File: config.mk
export PLATFORM = sky130hd
export DESIGN_NAME = noc_traffic_pe
export DESIGN_NICKNAME = d
export VERILOG_FILES = /design/src/rtl/noc_traffic_defs.sv /design/src/rtl/noc_traffic_sink.sv /design/src/rtl/noc_traffic_pe.sv
export SDC_FILE = /design/constraint.sdc
export NUM_CORES = 1
export LEC_CHECK = 0
export BUFFER_PORTS_ARGS = -buffer_cell sky130_fd_sc_hd__buf_2
export CAP_MARGIN = 15
export CORE_AREA = 2 2 255 257
export CTS_CLUSTER_DIAMETER = 120
export DETAILED_ROUTE_END_ITERATION = 7
export DIE_AREA = 0 0 257 259
export PLACE_DENSITY_LB_ADDON = 0.1
export SYNTH_ARGS = -nofsm -noshare
export SYNTH_HDL_FRONTEND = slang
export SYNTH_SLANG_ARGS = --single-unit
File: constraint.sdc
create_clock -name clk -period 10.8 [get_ports clk]
set_input_delay 1.62 -clock clk [delete_from_list [all_inputs] [get_ports clk]]
set_output_delay 1.62 -clock clk [all_outputs]
set_load 0.05 [all_outputs]
File: src/rtl/noc_traffic_defs.sv
// noc_traffic_defs: shared encodings, field offsets and LFSR helpers for the traffic PE
package noc_traffic_defs;
  localparam int PAT_RANDOM = 0;
  localparam int PAT_TRANSPOSE = 1;
  localparam int PAT_COMPLEMENT = 2;
  localparam int PAT_EAST = 3;
  localparam int SEQ_W = 16;
  localparam int CNT_W = 16;
  localparam int SUM_W = 48;
  localparam logic [15:0] LFSR_SEED = 16'hACE1;
  localparam logic [15:0] LFSR_TAPS = 16'hB400;
  typedef enum logic [1:0] {S_IDLE, S_RUN, S_DONE} state_t;
  function automatic logic [15:0] lfsr_next(input logic [15:0] s);
    return {1'b0, s[15:1]} ^ (s[0] ? LFSR_TAPS : 16'h0);
  endfunction
  function automatic int ts_lo(input int xs, input int ys);
    return xs + ys;
  endfunction
  function automatic int seq_lo(input int xs, input int ys, input int tsw);
    return xs + ys + tsw;
  endfunction
  function automatic int src_lo(input int xs, input int ys, input int tsw);
    return xs + ys + tsw + SEQ_W;
  endfunction
endpackage

File: src/rtl/noc_traffic_sink.sv
// noc_traffic_sink: latency and misroute statistics for packets ejected at this node
module noc_traffic_sink
  import noc_traffic_defs::*;
#(
  parameter int x_size = 1,
  parameter int y_size = 1,
  parameter int MY_X = 0,
  parameter int MY_Y = 0,
  parameter int TS_W = 32
) (
  input  logic              clk,
  input  logic              rst,
  input  logic              clr,
  input  logic [TS_W-1:0]   cycle_cnt,
  input  logic              w_valid,
  input  logic [x_size-1:0] w_dest_x,
  input  logic [y_size-1:0] w_dest_y,
  input  logic [TS_W-1:0]   w_ts,
  output logic [CNT_W-1:0]  recv_count,
  output logic [CNT_W-1:0]  err_count,
  output logic [SUM_W-1:0]  lat_sum,
  output logic [TS_W-1:0]   lat_max
);
  logic s_valid, s_err;
  logic [TS_W-1:0] s_lat;
  logic [SUM_W:0] sum_n;
  assign sum_n = {1'b0, lat_sum} + (SUM_W+1)'(s_lat);
  // capture stage: latency wraps naturally modulo 2^TS_W
  always_ff @(posedge clk or posedge rst)
    if (rst) begin
      s_valid <= 1'b0;
      s_err <= 1'b0;
      s_lat <= '0;
    end else begin
      s_valid <= w_valid && !clr;
      s_err <= w_dest_x != x_size'(MY_X) || w_dest_y != y_size'(MY_Y);
      s_lat <= cycle_cnt - w_ts;
    end
  // accumulate saturating statistics; misrouted packets still count toward latency
  always_ff @(posedge clk or posedge rst)
    if (rst) begin
      recv_count <= '0;
      err_count <= '0;
      lat_sum <= '0;
      lat_max <= '0;
    end else if (clr) begin
      recv_count <= '0;
      err_count <= '0;
      lat_sum <= '0;
      lat_max <= '0;
    end else if (s_valid) begin
      recv_count <= recv_count + CNT_W'(~&recv_count);
      err_count <= err_count + CNT_W'(s_err && !(&err_count));
      lat_sum <= sum_n[SUM_W] ? '1 : sum_n[SUM_W-1:0];
      lat_max <= s_lat > lat_max ? s_lat : lat_max;
    end
endmodule

File: src/rtl/noc_traffic_pe.sv
// noc_traffic_pe: rate-controlled packet generator and checking sink for one mesh node
module noc_traffic_pe
  import noc_traffic_defs::*;
#(
  parameter int X = 2,
  parameter int Y = 2,
  parameter int x_size = $clog2(X),
  parameter int y_size = $clog2(Y),
  parameter int data_width = 256,
  parameter int MY_X = 0,
  parameter int MY_Y = 0,
  parameter int NUM_PACKETS = 1000,
  parameter int RATE = 1,
  parameter int PATTERN = 0,
  parameter int TS_W = 32
) (
  input  logic                                clk,
  input  logic                                rst,
  input  logic                                start,
  input  logic                                enable_send,
  output logic                                r_valid_pe,
  output logic [x_size+y_size+data_width-1:0] r_data_pe,
  input  logic                                r_ready_pe,
  input  logic                                w_valid_pe,
  input  logic [x_size+y_size+data_width-1:0] w_data_pe,
  output logic                                done,
  output logic [CNT_W-1:0]                    sent_count,
  output logic [CNT_W-1:0]                    recv_count,
  output logic [SUM_W-1:0]                    lat_sum,
  output logic [TS_W-1:0]                     lat_max,
  output logic [CNT_W-1:0]                    err_count
);
  localparam int PW = x_size + y_size + data_width;
  localparam int TS_LO = ts_lo(x_size, y_size);
  localparam int SEQ_LO = seq_lo(x_size, y_size, TS_W);
  localparam int SX_LO = src_lo(x_size, y_size, TS_W);
  localparam int SY_LO = SX_LO + x_size;
  localparam int REP = (data_width + 15) / 16;
  localparam int RATE_W = RATE > 1 ? $clog2(RATE) : 1;
  localparam logic [15:0] SEED = LFSR_SEED ^ 16'(MY_Y * X + MY_X);
  state_t state, state_n;
  logic [TS_W-1:0] cycle_cnt;
  logic [15:0] lfsr;
  logic [RATE_W-1:0] rate_cnt;
  logic [SEQ_W-1:0] load_cnt, skip_cnt, slots;
  logic starting, running, space, more, slot, is_self, load, skip, handshake;
  logic [x_size-1:0] rnd_x, fix_x, dest_x;
  logic [y_size-1:0] rnd_y, dest_y;
  logic [REP*16-1:0] fill;
  logic [PW-1:0] pkt;
  logic unused_rx;
  assign unused_rx = ^w_data_pe[PW-1:SEQ_LO];
  assign starting = state == S_IDLE && start;
  assign running = state == S_RUN && start;
  assign space = !r_valid_pe || r_ready_pe;
  assign slots = load_cnt + skip_cnt;
  assign more = slots != SEQ_W'(NUM_PACKETS);
  assign slot = running && enable_send && rate_cnt == '0 && space && more;
  assign is_self = dest_x == x_size'(MY_X) && dest_y == y_size'(MY_Y);
  assign load = slot && !is_self;
  assign skip = slot && is_self;
  assign handshake = r_valid_pe && r_ready_pe;
  // next state: dropping start always returns to idle; run ends once every slot is issued and drained
  always_comb begin
    state_n = !start ? S_IDLE : state == S_IDLE ? S_RUN : (state == S_RUN && !more && space) ? S_DONE : state;
    done = state == S_DONE;
  end
  // destination for the next slot; random picks are folded into range and steered off self
  always_comb begin
    rnd_x = int'(lfsr[x_size-1:0]) >= X ? lfsr[x_size-1:0] - x_size'(X) : lfsr[x_size-1:0];
    rnd_y = int'(lfsr[x_size +: y_size]) >= Y ? lfsr[x_size +: y_size] - y_size'(Y) : lfsr[x_size +: y_size];
    fix_x = (rnd_x == x_size'(MY_X) && rnd_y == y_size'(MY_Y)) ? (int'(rnd_x) == X - 1 ? '0 : rnd_x + x_size'(1)) : rnd_x;
    dest_x = PATTERN == PAT_TRANSPOSE ? x_size'(MY_Y) : PATTERN == PAT_COMPLEMENT ? ~x_size'(MY_X) :
             PATTERN == PAT_EAST ? x_size'((MY_X + 1) % X) : PATTERN == PAT_RANDOM ? fix_x : x_size'(MY_X);
    dest_y = PATTERN == PAT_TRANSPOSE ? y_size'(MY_X) : PATTERN == PAT_COMPLEMENT ? ~y_size'(MY_Y) :
             PATTERN == PAT_EAST ? y_size'(MY_Y) : PATTERN == PAT_RANDOM ? rnd_y : y_size'(MY_Y);
  end
  // assemble the outgoing packet: header fields over an LFSR-filled payload
  always_comb begin
    fill = {REP{lfsr}};
    pkt = {fill[data_width-1:0], dest_y, dest_x};
    pkt[TS_LO +: TS_W] = cycle_cnt;
    pkt[SEQ_LO +: SEQ_W] = load_cnt;
    pkt[SX_LO +: x_size] = x_size'(MY_X);
    pkt[SY_LO +: y_size] = y_size'(MY_Y);
  end
  // free-running timestamp source
  always_ff @(posedge clk or posedge rst)
    if (rst) cycle_cnt <= '0;
    else cycle_cnt <= cycle_cnt + TS_W'(1);
  // run control, rate pacing and the transmit holding register
  always_ff @(posedge clk or posedge rst)
    if (rst) begin
      state <= S_IDLE;
      lfsr <= SEED;
      rate_cnt <= '0;
      load_cnt <= '0;
      skip_cnt <= '0;
      sent_count <= '0;
      r_valid_pe <= 1'b0;
      r_data_pe <= '0;
    end else begin
      state <= state_n;
      lfsr <= load ? lfsr_next(lfsr) : lfsr;
      rate_cnt <= starting ? '0 : slot ? RATE_W'(RATE - 1) :
                  (running && enable_send && rate_cnt != '0) ? rate_cnt - RATE_W'(1) : rate_cnt;
      load_cnt <= starting ? '0 : load_cnt + SEQ_W'(load);
      skip_cnt <= starting ? '0 : skip_cnt + SEQ_W'(skip);
      sent_count <= starting ? '0 : sent_count + CNT_W'(handshake && !(&sent_count));
      r_valid_pe <= load || (r_valid_pe && !r_ready_pe && start);
      r_data_pe <= load ? pkt : r_data_pe;
    end
  noc_traffic_sink #(
    .x_size(x_size),
    .y_size(y_size),
    .MY_X(MY_X),
    .MY_Y(MY_Y),
    .TS_W(TS_W)
  ) u_sink (
    .clk(clk),
    .rst(rst),
    .clr(starting),
    .cycle_cnt(cycle_cnt),
    .w_valid(w_valid_pe),
    .w_dest_x(w_data_pe[x_size-1:0]),
    .w_dest_y(w_data_pe[x_size +: y_size]),
    .w_ts(w_data_pe[TS_LO +: TS_W]),
    .recv_count(recv_count),
    .err_count(err_count),
    .lat_sum(lat_sum),
    .lat_max(lat_max)
  );
endmodule

==> results.yml <==
placement:
  placer_congestion: 0.8159
  dpl.hpwl_um: 39220
  placedCellCount: 2964
  io_buffers: 425
layout:
  multi_input_area_sq_um: 9061
  layout-drive-gt1-share_pct: 27.74
  diodes: 0
  area_delta_synth_final_pct: 15.28
  fill_cells: 6639
  final_nets: 2538
  final_cells: 3036
  sequential_cell_area_sq_um: 7619
clock_tree:
  cts_hold_buffers: 0
  cts_tree: "done"
  post_cts_resized: 0
  ctsLongestPathBuffers: 3
  cts_buffers: 39
  clock_latency_of_the_later_clocked_register_in_the_worst_skew_pair_ps: 570
  htree_num_levels: 2
  postCtsSetupRepairBufs: 0
  cts.sinks: 304
  clock_transition_at_the_registers_of_the_reported_paths_ps: 60
  clock_tree.root_cell: "sky130_fd_sc_hd__clkbuf_16"
synthesis:
  synth-async-reset-ratio_pct: 100.0
  synthesis.yosys.warnings: 0
  netlist-cell-type-count: 81
  ys_top_cells_by_count: "296 x sky130_fd_sc_hd__dfrtp_1, 200 x sky130_fd_sc_hd__buf_4, 126 x sky130_fd_sc_hd__nor2_1"
  syn_area_per_cell_sq_um: 9.745
  post_synthesis_cell_type_with_the_largest_combined_area: "sky130_fd_sc_hd__dfrtp_1"
  synth.most_common_cell: "sky130_fd_sc_hd__dfrtp_1"
  post_synth_inst_count: 1927
  synth_area_sq_um: 18780
  yosys-top-cells-area: "sky130_fd_sc_hd__dfrtp_1 39%, sky130_fd_sc_hd__ha_1 8.1%, sky130_fd_sc_hd__buf_4 8.0%"
  ys.flop_type: "sky130_fd_sc_hd__dfrtp_1"
  synth-edff-count: 0
  synth.ff_latch_count: 304
  seq_area_frac_synth_pct: 40.57
  netlist.area_leader.share_pct: 39.45
sta:
  timing.slew.headroom_pct: 42.74
  peak_clock_frequency_supported_by_timing_mhz: 214.9
  maxSlewViolCount: 0
  timing.clock.skew_ps: 29.05
  tightestPinTransition_ps: 859.0
  finalHoldViolCount: 0
  final_min_period_over_clock_period_pct: 43.09
  setup_viol_count_final: 0
  hold-worst-slack_ps: 491.1
  rsz_0062_raised_after_global_routing: "false"
  final.min_clock_period_ps: 4654
  setup_total_negative_slack_ps: 0
setup_path:
  r2r_cells: 16
  cp-endpoint: "load_cnt[15]"
  r2r_start: "load_cnt[0]"
  cpMaxStageDelayCell: "sky130_fd_sc_hd__or3_1"
  r2r-end: "load_cnt[15]"
  timing.critical_path.cells: "ha_1 -> fa_1 -> a211oi_2 -> o211ai_1 -> a31o_1 -> a21o_1 -> a21oi_1 -> mux2i_1 -> nand4_1 -> nand2_4 -> inv_1 -> ha_1 -> nand3_1 -> or3_1 -> or3_1 -> a21oi_1"
  crit_required_ps: 11280
  startpoint_type: "flop"
  critPathKind: "flop to flop"
  arrival_time_reported_for_the_critical_path_endpoint_ps: 5140
  slowest_delay_ps: 490
  timing.critical_path.fanout_max: 35
  ff2ff_setup_slack_ps: 6150
  crit_path_end_kind: "flop"
  startpoint_of_the_worst_setup_timing_path: "load_cnt[0]"
routing:
  count_of_tritonroute_iterations_in_the_first_routing_pass: 7
  dr_total_vias: 14320
  met3_length_um: 1982
  detail_route.drc_violations: 0
  wl_per_cell_um: 17.47
  drt-met1-wl_um: 26670
  route.final.wire_length_um: 53020
  topRoutingLayerUsed: "met5"
  drt.antenna.violating_nets: 0
  drt_first_iter_violations: 698
  vias_per_cell: 4.718
  met2_length_um: 23190
grt:
  grt_antenna_before_repair: 1
  grt_start_max_net_pins: 140
  via_count_of_the_first_global_routing_pass: 13740
  global_route.overflow_total: 0
  grt_util_all_layers_pct: 15.41
  first_pass_grt_wire_length_um: 81880
run_status:
  status: "finished, final reports clean"
floorplanning:
  core_area_sq_um: 63880
  initial_core_util_pct: 29.39
  io_pins: 652
  die_height_um: 259
  floorplan.die_area_sq_um: 66560
  die_w_um: 257
  core.rowCount: 93
min_path:
  worstHoldPathType: "flop to flop"
  holdPathStages: 1
power_and_ir_drop:
  leak_nw: 11.11
  power.density_cell_area_nw_per_um2: 171.0
  irDropWorstVdd_v: 0.0001154
run:
  drv_cap: 0
worst min-delay path by stage:
| stage | startpoint | to | slack (ps) |
|---|---|---|---|
| 2_1_floorplan | rate_cnt | rate_cnt | 460 |
| 3_3_place_gp | rate_cnt | rate_cnt | 470 |
| 3_5_place_dp | rate_cnt | rate_cnt | 480 |
| 4_1_cts | rate_cnt | rate_cnt | 490 |
| 5_1_grt | r_data_pe[2] | r_data_pe[2] | 510 |
| 6_report | rate_cnt | rate_cnt | 490 |
cell usage in the layout, fill, tap and decap left out, types with 71 or more instances in the layout:
cell and instances:
sky130_fd_sc_hd__a21oi_1 106, sky130_fd_sc_hd__buf_2 425, sky130_fd_sc_hd__dfrtp_1 295, sky130_fd_sc_hd__ha_1 121
sky130_fd_sc_hd__inv_1 98, sky130_fd_sc_hd__nand2_1 107, sky130_fd_sc_hd__nand3_1 88, sky130_fd_sc_hd__nor2_1 125
sky130_fd_sc_hd__o21ai_0 98, sky130_fd_sc_hd__xnor2_1 71, sky130_fd_sc_hd__xor2_1 77
flip-flops by register name (all words and copies together) (netlist names), 16 cells and up:
name	count
cycle_cnt	32
lfsr	16
load_cnt	16
r_data_pe	58
sent_count	16
skip_cnt	16
u_sink.err_count	16
u_sink.lat_max	32
u_sink.lat_sum	48
u_sink.recv_count	16
u_sink.s_lat	32
power breakdown:
part | switching (W) | internal [W] | total, W
registers | 0.0000967 | 0.00123 | 0.00132
logic | 0.000720 | 0.000327 | 0.00105
clock network | 0.000530 | 0.000801 | 0.00133
total | 0.00135 | 0.00235 | 0.00370
per-layer routing:
| layer | vias up | track usage, % |
|---|---|---|
| met4 | 2 | 4.312 |
| met3 | 63 | 2.216 |
| li1 | 7044 | - |
| met5 | - | 0 |
| met1 | 6917 | 22.98 |
| met2 | 297 | 23.06 |
through the flow:
| stage | power, W | area [sq um] | utilization (%) | worst slack [ps] |
|---|---|---|---|---|
| floorplan | 0.002109 | 18790 | - | 790.6 |
| global placement | 0.002392 | 20340 | 31.83 | 6154 |
| detailed placement | 0.002397 | 20350 | 31.85 | 6111 |
| CTS | 0.003773 | 21650 | 33.89 | 6077 |
| global route | 0.003915 | 21650 | 33.89 | 5741 |
| finish | 0.003701 | 21650 | 33.89 | 6146 |
cell families after synthesis:
family                     count (synthesis)  share of synthesized area, %
muxes                                     81                         5.570
xor gates and xnor gates                 148                         6.903
other                                      1                       0.01997
adders and majority gates                124                         8.382
AOI/OAI and AO/OA                        409                         13.90
and+or+nand+nor                          505                         13.24
buffers and inverters                    355                         11.42
DFF                                      304                         40.57
cell type report:
| cell class | count | area share (%) |
|---|---|---|
| multi-input cells | 1271 | 41.86 |
| flip-flops and latches | 304 | 35.19 |
| repair buffers | 435 | 10.25 |
| clock buffers | 63 | 5.485 |
| well taps | 855 | 4.942 |
| inverters | 99 | 1.751 |
| clock inverters | 9 | 0.5202 |
critical path: cells and delay by family (launching register included):
kind                       cells  cell delay [ps]
buffers and inverters          1              190
AOI/OAI and AO/OA              6             1300
and+or+nand+nor                5             1630
muxes                          1               90
adders and majority gates      3              900
DFF                            1              450
(Power assumes the default switching activity.)
